$ cat config.mk
export PLATFORM = sky130hd
export DESIGN_NAME = service_arbiter
export DESIGN_NICKNAME = d
export VERILOG_FILES = /design/src/rtl/service_arbiter.sv
export SDC_FILE = /design/constraint.sdc
export NUM_CORES = 1
export LEC_CHECK = 0
export BUFFER_PORTS_ARGS = -buffer_cell sky130_fd_sc_hd__buf_2
export CAP_MARGIN = 20
export CORE_MARGIN = 1.5
export CORE_UTILIZATION = 50
export CTS_CLUSTER_DIAMETER = 40
export CTS_CLUSTER_SIZE = 24
export DETAILED_ROUTE_END_ITERATION = 12
export PLACE_DENSITY = 0.82
export RECOVER_POWER = 100
export SKIP_LAST_GASP = 1
export SYNTH_ARGS = -nofsm -noshare
export SYNTH_HDL_FRONTEND = slang
export SYNTH_SLANG_ARGS = --single-unit
export TNS_END_PERCENT = 100
$ cat constraint.sdc
create_clock -name clk -period 7.2 [get_ports clk]
set_clock_uncertainty 0.1 [all_clocks]
set_input_delay 0.36 -clock clk [delete_from_list [all_inputs] [get_ports clk]]
set_output_delay 0.36 -clock clk [all_outputs]
set_load 0.05 [all_outputs]
$ cat src/rtl/service_arbiter.sv
// service_arbiter
//   Central owner of the shared 7-segment display, push buttons and mode LEDs
//   on behalf of the four services (1 = time set, 2 = alarm set,
//   3 = stopwatch, 4 = alarm check). It filters the SPDT service switches,
//   grants one service at a time, lets an alarm match preempt the current
//   service, routes buttons to the granted service only, and scans the
//   granted service's digits onto the display with edit-digit blinking.
//
// Ports
//   clk, resetn         system clock, asynchronous active-low reset
//   spdt_service[3:0]   synchronized mode switches (bit 3 = service 1)
//   finish[3:0]         per-service done level, same bit order
//   alarm_req           high while current time equals alarm time
//   alarm_ack           one-cycle pulse from service 4 on alarm dismissal
//   push_in[4:0]        debounced buttons {m,r,l,d,u}
//   num1..num4[15:0]    BCD digits per service, [3:0] rightmost
//   sel1, sel2[3:0]     one-hot edit-digit position of services 1 and 2
//   scan_tick           strobe advancing the display scan position
//   blink               blink phase, 1 = edited digit dark
//   grant[3:0]          one-hot granted service, 0 = none
//   push_route[19:0]    {s1,s2,s3,s4} button slices
//   anode[3:0]          active-low digit enable
//   digit[3:0]          BCD code for NumTo7Segment
//   mode_led[3:0]       grant mirrored in RUN and ALARM
//   state[1:0]          IDLE=0, RUN=1, DONE=2, ALARM=3
module service_arbiter #(
  parameter int unsigned SETTLE = 4
) (
  input  logic        clk,
  input  logic        resetn,
  input  logic [3:0]  spdt_service,
  input  logic [3:0]  finish,
  input  logic        alarm_req,
  input  logic        alarm_ack,
  input  logic [4:0]  push_in,
  input  logic [15:0] num1,
  input  logic [15:0] num2,
  input  logic [15:0] num3,
  input  logic [15:0] num4,
  input  logic [3:0]  sel1,
  input  logic [3:0]  sel2,
  input  logic        scan_tick,
  input  logic        blink,
  output logic [3:0]  grant,
  output logic [19:0] push_route,
  output logic [3:0]  anode,
  output logic [3:0]  digit,
  output logic [3:0]  mode_led,
  output logic [1:0]  state
);

  typedef enum logic [1:0] {
    IDLE  = 2'd0,
    RUN   = 2'd1,
    DONE  = 2'd2,
    ALARM = 2'd3
  } state_e;

  localparam logic [7:0] SETTLE_C = 8'(SETTLE);

  state_e      state_q, state_d;
  logic [3:0]  grant_q, grant_d;
  logic [3:0]  s_q, s_d;
  logic [7:0]  cnt_q, cnt_d;
  logic        mask_q, mask_d;
  logic [1:0]  p_q, p_d;
  logic [19:0] route_q, route_d;
  logic [3:0]  anode_q, anode_d;
  logic [3:0]  digit_q, digit_d;

  logic        settled;
  logic        alarm_hit;
  logic [15:0] num_sel;
  logic [3:0]  sel_sel;
  logic        editable;

  // Switch stability filter: counts consecutive edges with an unchanged value.
  always_comb begin
    s_d = spdt_service;
    if (spdt_service != s_q) begin
      cnt_d = '0;
    end else if (cnt_q == SETTLE_C) begin
      cnt_d = cnt_q;
    end else begin
      cnt_d = cnt_q + 8'd1;
    end
  end

  assign settled   = (cnt_q == SETTLE_C);
  // A request seen at ack time stays masked until it has been low once.
  assign alarm_hit = alarm_req & ~mask_q;

  always_comb begin
    state_d = state_q;
    grant_d = grant_q;
    mask_d  = mask_q;
    if (!alarm_req) begin
      mask_d = 1'b0;
    end
    case (state_q)
      IDLE: begin
        if (alarm_hit) begin
          state_d = ALARM;
          grant_d = 4'b0001;
        end else if (settled && $onehot(s_q)) begin
          state_d = RUN;
          grant_d = s_q;
        end
      end
      RUN: begin
        if (alarm_hit) begin
          state_d = ALARM;
          grant_d = 4'b0001;
        end else if (|(finish & grant_q)) begin
          state_d = DONE;
          grant_d = '0;
        end else if (spdt_service != grant_q) begin
          state_d = IDLE;
          grant_d = '0;
        end
      end
      DONE: begin
        grant_d = '0;
        if (alarm_hit) begin
          state_d = ALARM;
          grant_d = 4'b0001;
        end else if (settled && (s_q == '0)) begin
          state_d = IDLE;
        end
      end
      ALARM: begin
        if (alarm_ack) begin
          state_d = IDLE;
          grant_d = '0;
          mask_d  = 1'b1;
        end
      end
      default: begin
        state_d = IDLE;
        grant_d = '0;
      end
    endcase
  end

  // Button routing uses the grant held before the edge.
  always_comb begin
    route_d = '0;
    for (int unsigned i = 0; i < 4; i++) begin
      if (grant_q[i]) begin
        route_d[i*5 +: 5] = push_in;
      end
    end
  end

  always_comb begin
    num_sel  = '0;
    sel_sel  = '0;
    editable = 1'b0;
    if (grant_q[3]) begin
      num_sel  = num1;
      sel_sel  = sel1;
      editable = 1'b1;
    end else if (grant_q[2]) begin
      num_sel  = num2;
      sel_sel  = sel2;
      editable = 1'b1;
    end else if (grant_q[1]) begin
      num_sel = num3;
    end else if (grant_q[0]) begin
      num_sel = num4;
    end
  end

  // Display uses the post-tick position so anode/digit lag scan_tick by one cycle.
  always_comb begin
    p_d     = p_q + {1'b0, scan_tick};
    anode_d = 4'b1111;
    digit_d = '0;
    if (|grant_q) begin
      anode_d = ~(4'b0001 << p_d);
      digit_d = num_sel[{p_d, 2'b00} +: 4];
      if (editable && blink && $onehot(sel_sel) && sel_sel[p_d]) begin
        anode_d = 4'b1111;
      end
    end
  end

  always_ff @(posedge clk or negedge resetn) begin
    if (!resetn) begin
      state_q <= IDLE;
      grant_q <= '0;
      s_q     <= '0;
      cnt_q   <= '0;
      mask_q  <= 1'b0;
      p_q     <= '0;
      route_q <= '0;
      anode_q <= '1;
      digit_q <= '0;
    end else begin
      state_q <= state_d;
      grant_q <= grant_d;
      s_q     <= s_d;
      cnt_q   <= cnt_d;
      mask_q  <= mask_d;
      p_q     <= p_d;
      route_q <= route_d;
      anode_q <= anode_d;
      digit_q <= digit_d;
    end
  end

  assign grant      = grant_q;
  assign push_route = route_q;
  assign anode      = anode_q;
  assign digit      = digit_q;
  assign state      = state_q;
  assign mode_led   = ((state_q == RUN) || (state_q == ALARM)) ? grant_q : '0;

endmodule

**Yosys cells after proc, flatten, opt, wreduce, memory -nomap -nowiden**

Cells that the tools add are included.
W data, S select, Z words.

- Bits of input ports: 91
- RAM bits: 0
- Memories kept: 0
- Output and inout port bits: 38
- Latch bits: 0
- Word-level logic and storage cells: 89
- ROM bits: 0
- Flip-flop bits (word level): 49

- Multiplexer cells: 40
- Div/mod/pow operators: 0
- Shifts and indexed selects: 2
- Add/sub/neg operators: 8
- Bitwise operators: 4
- Reduce and logical (&&, ||, !) cells: 12
- Equality and inequality tests: 13
- Multipliers: 0
- Magnitude comparators: 1

Operators by type and width:

| kind | number |
|---|---|
| $mux W16 | 4 |
| $mux W4 | 12 |
| $mux W5 | 4 |
| $mux W2 | 8 |
| $mux W8 | 2 |
| $pmux W4 S4 | 1 |
| $shiftx A16 B5 Y4 | 1 |
| $add A1 B1 Y2 | 4 |
| $add A8 B1 Y8 const B | 1 |
| $eq A8 B3 Y1 const B | 1 |
| $ne A4 B4 Y1 | 2 |
| $pmux W2 S4 | 1 |
| $reduce_or A4 Y1 | 2 |
| $mux W1 | 7 |
| $add A2 B2 Y3 | 2 |
| $eq A3 B1 Y1 const B | 2 |
| $ne A3 B3 Y1 const B | 2 |
| $logic_and A1 B1 Y1 | 5 |
| $and A4 B4 Y4 | 1 |
| $eq A2 B2 Y1 const B | 2 |
| $logic_not A4 Y1 | 1 |
| $ne A4 B4 Y1 const B | 1 |
| $not A4 Y4 | 1 |
| $reduce_and A4 Y1 | 1 |
| 12 further kinds | 12 |

**Depth between registers and ports, before layout**

- Depth in word-level cells: 9
- Mapped depth: 11
- Depth with buffers taken out: 10

**Worst setup path after synthesis**

Ideal clock, no wire load.

- Path type: register to register
- From: reg grant_q[3] (netlist: grant[3])
- To: reg anode_q[0] (netlist: anode[0])
- Period minus slack after synthesis: 3.183 ns
- Buffers on the path: 2
- Cell stages (with the launch flop): 12
- Path slack: 4.017 ns
- Arrival time: 3.019 ns
- Cells stage by stage: dfrtp_1 -> clkbuf_1 -> clkbuf_1 -> a22oi_1 -> fa_1 -> inv_1 -> ha_1 -> ha_1 -> nor4bb_1 -> nand2_1 -> o21bai_1 -> nand3_1

- Longest elaborated chain between the ends: 8
- Elaborated cells between the ends (all ways): 14
- Those cells by class: add/sub: 3; eq/ne: 1; mux: 6; reduce/logical: 4

RTL lines:

| element | line | RTL |
|---|---|---|
| start, declared | 62 | `logic [3:0] grant_q, grant_d;` |
| start signal, assigned | 201 | `grant_q <= grant_d;` |
| $mux W4 | 159 | `if (grant_q[3]) begin` |
| $add A1 B1 Y2 (implied by the code) | 182 | `if (editable && blink && $onehot(sel_sel) && sel_sel[p_d]) begin` |
| $add A2 B2 Y3 (implied by the code) | 182 |  |
| $eq A3 B1 Y1 | 182 |  |
| $logic_and A1 B1 Y1 (2 in series) | 182 |  |
| $mux W4 | 182 |  |
| $mux W4 (*) | 179 | `if (\|grant_q) begin` |
| net anode_d[0] | 68 | `logic [3:0] anode_q, anode_d;` |
| end signal, assigned | 207 | `anode_q <= anode_d;` |
| end, declared | 68 |  |

Mark *: on every way through the listed nets, which the timed path passes. The rest lies on a longest branch. The select of a mux whose other input is x is not followed.
A chain may end at the register's enable or synchronous reset.

**Worst setup path in the final report**

- From: reg grant_q[2] (netlist: grant[2])
- To: reg anode_q[2] (netlist: anode[2])

- Longest elaborated chain between the ends: 9
- Elaborated cells between the ends (all ways): 16
- Those cells by class: add/sub: 3; eq/ne: 1; mux: 8; reduce/logical: 4

RTL lines:

| element | line | RTL |
|---|---|---|
| $mux W4 | 163 | `end else if (grant_q[2]) begin` |
| $mux W4 | 159 |  |
| $add A1 B1 Y2 (implied by the code) | 182 |  |
| $add A2 B2 Y3 (implied by the code) | 182 |  |
| $eq A3 B1 Y1 | 182 |  |
| $logic_and A1 B1 Y1 (2 in series) | 182 |  |
| $mux W4 | 182 |  |
| $mux W4 (*) | 179 |  |
| net anode_d[2] | 68 |  |

Marks and branches as above.

==> run summary <==
Area of the die -> 0.00604 sq mm
Worst-Margin Slew -> 2210 ps
Gr ovfl total -> 0
Row count -> 27
First-pass GRT wire length -> 11500 um
CTS-repair resized insts -> 0
# DRC -> 0
Fin nets -> 493
Drt wl/cell -> 15.5 um
Final-report setup violation count -> 0
Area post-placement -> 0.00345 sq mm
Post-route ant nets -> 0
Power density cells -> 387 mW/mm^2
DP HPWL -> 5320 um
Syn Area/Cell -> 10.5 sq um
Hold depth -> 1
Fmax achieved -> 307 MHz
Vias in the first global route -> 2435
CP max stage delay -> 720 ps
Ys Warns -> 0
Fin. Hold Viols -> 0
R2r worst-path depth -> 10
Hold Buf Count CTS -> 0
Distinct cells, synth -> 48
GP Congestion -> 0.844
First-iteration detailed-routing DRC count -> 128
Drt first pass iters -> 5
Final Max Tran Viols -> 45
Pleak -> 0.00162 uW
Via count -> 2555
Minimum clock period -> 3260 ps
Most used DFF post-synth -> dfrtp_1
Clock latency on the worst-skew pair -> 290 ps
Violated checks -> capacitance limit, slew limit
Final WL -> 7130 um
FFs w/ async S/R, synth -> 100%
CTS Root Buffer Type -> clkbuf_8
Worst hold slack -> 147 ps
Hold WC Path Type -> in2reg
# Post-CTS Setup Buffers -> 0
Synthesis-stage register bit count -> 49
Worst-case clock buffer depth -> 2
Fin Setup TNS -> 0 ps
EDFF count, synth -> 0
CP delay by family, top -> adder cells
Die Width -> 77.7 um
H-Tree Depth -> 2
Mapped Area -> 0.00279 sq mm
Slew margin rel. -> -47.6%
Mapped Cells -> 266
Total power -> 1350 uW
Largest net degree at the start of global routing -> 50
Post-route cell area -> 0.00348 sq mm
Final cycle utilization of the critical path -> 45.3%
Crit-path max FO -> 19
Die extent in y -> 77.7 um
Sequential share of the synthesized area -> 44.1%
Net Count, Synth -> 372
Placeable Area -> 0.00544 sq mm
Most used cell, CP -> ha_1
CTS clk-pin slew, worst paths -> 100 ps
Port buffer count -> 128
Initial antenna violation count -> 0
Num CTS Buffers -> 5
Worst EP required -> 7330 ps
Clock Sinks -> 49
Gr usage total -> 24.1%
Data arrival time of the worst path -> 3390 ps
I/O pins -> 129
Worst IR Drop VDD -> 268 uV
WP buf/inv -> 1
Layout cells sized above 1 -> 27.1%
WP depth -> 10
Type of element capturing the critical path -> flip-flop
Initial Util -> 51.3%
Slowest cell on the critical path -> dfrtp_1
Max-cap violations -> 1
Vias/cell -> 5.55
Status -> finished, violations left
RSZ-0062 raised after global routing -> no
Antenna Cells -> 0
CTS tree -> yes
Filler cells -> 485
Critical path launch point type -> flip-flop
Synth-to-Final Area Change -> 24.7%
Critical path class -> reg2reg
CP cell instances -> nor2b_1 > a22oi_1 > fa_1 > inv_1 > ha_1 > ha_1 > nor4bb_1 > nand2_1 > o21bai_1 > nand3_1
final timing paths:
| kind | from | to | slack (ps) |
|---|---|---|---|
| max | grant[2] | anode[2] | 3940 |
| min | spdt_service[1] | s_q[1] | 150 |
| max reg2reg | grant[2] | anode[2] | 3940 |
| min reg2reg | mask_q | mask_q | 450 |
| max in group asynchronous | resetn | cnt_q[0] | 4260 |
| min in group asynchronous | resetn | state[0] | 360 |
Yosys cell counts, types with 10 or more instances:
library cell / n / area, sq um
o22ai_1: 12 / 75.1
ha_1: 13 / 163
nor2_1: 24 / 90.1
nor2b_1: 10 / 62.6
inv_1: 13 / 48.8
and2_1: 20 / 125
nand3_1: 10 / 50.1
clkbuf_1: 10 / 37.5
xnor2_1: 10 / 87.6
a221oi_1: 12 / 105
dfrtp_1: 45 / 1130
through the flow:
stage | setup slack [ps] | utilization, % | instances
detailed placement | 3980 | 63.4 | 450
global placement | 4130 | 63.4 | 450
global route | 3690 | 64.0 | 460
CTS | 3960 | 65.1 | 458
floorplan | 4020 | - | 266
finish | 3940 | 64.0 | 460
power breakdown:
part           internal, uW  leakage [uW]  switching (uW)
registers               341      0.000637            73.2
clock network          70.2     0.0000447            94.4
logic                   262      0.000937             506
total                   674       0.00162             674
sequential cells by signal, summed over array words and instances, names as in the netlist:
name / count
push_route: 20
cnt_q: 8
anode: 4
digit: 4
grant: 4
s_q: 4
p_q: 2
state: 2
mask_q: 1
cell type report:
type	count	area [sq um]	area share [%]
clock buffers	5	68.8	1.98
clock inverters	3	25.0	0.719
inverters	14	52.6	1.51
multi-input cells	186	1400	40.3
flip-flops and latches	49	1230	35.4
well taps	72	90.1	2.59
repair buffers	131	609	17.5
logic make-up (layout without fill, tap and decap cells):
| group | count (synthesis) | count (layout) | share of synthesized area (%) |
|---|---|---|---|
| fa+ha+maj | 15 | 15 | 7.26 |
| mux | 8 | 8 | 3.90 |
| xor+xnor | 15 | 15 | 4.71 |
| simple gates | 91 | 91 | 18.8 |
| compound gates | 57 | 57 | 16.3 |
| flops | 49 | 49 | 44.1 |
| buf+inv | 31 | 153 | 4.89 |
layer usage:
metal,up-vias,GRT usage [%],wire length [um]
met5,-,0,0
met1,1207,29.8,2840
li1,1203,-,-
met3,19,4.71,524
met2,126,41.8,3590
met4,0,8.55,182
cells in the final DEF, fill, tap and decap left out, drive strengths merged, types with 3 or more instances in the layout:
master,synthesis,routed
a21oi,5,5
dfrtp,45,45
and3,4,4
a221oi,15,15
inv,14,15
mux2i,3,3
nand4,3,3
nand2b,5,5
nand2,4,4
o22ai,12,12
mux2,3,3
o31ai,3,3
xnor2,10,10
nor2,24,24
buf,7,87
clkbuf,10,48
xor2,5,5
nand3,11,11
a22oi,5,5
nor3,3,3
nor2b,10,10
dfstp,4,4
o2111ai,4,4
and2,20,20
ha,13,13
(Power assumes the default switching activity.)
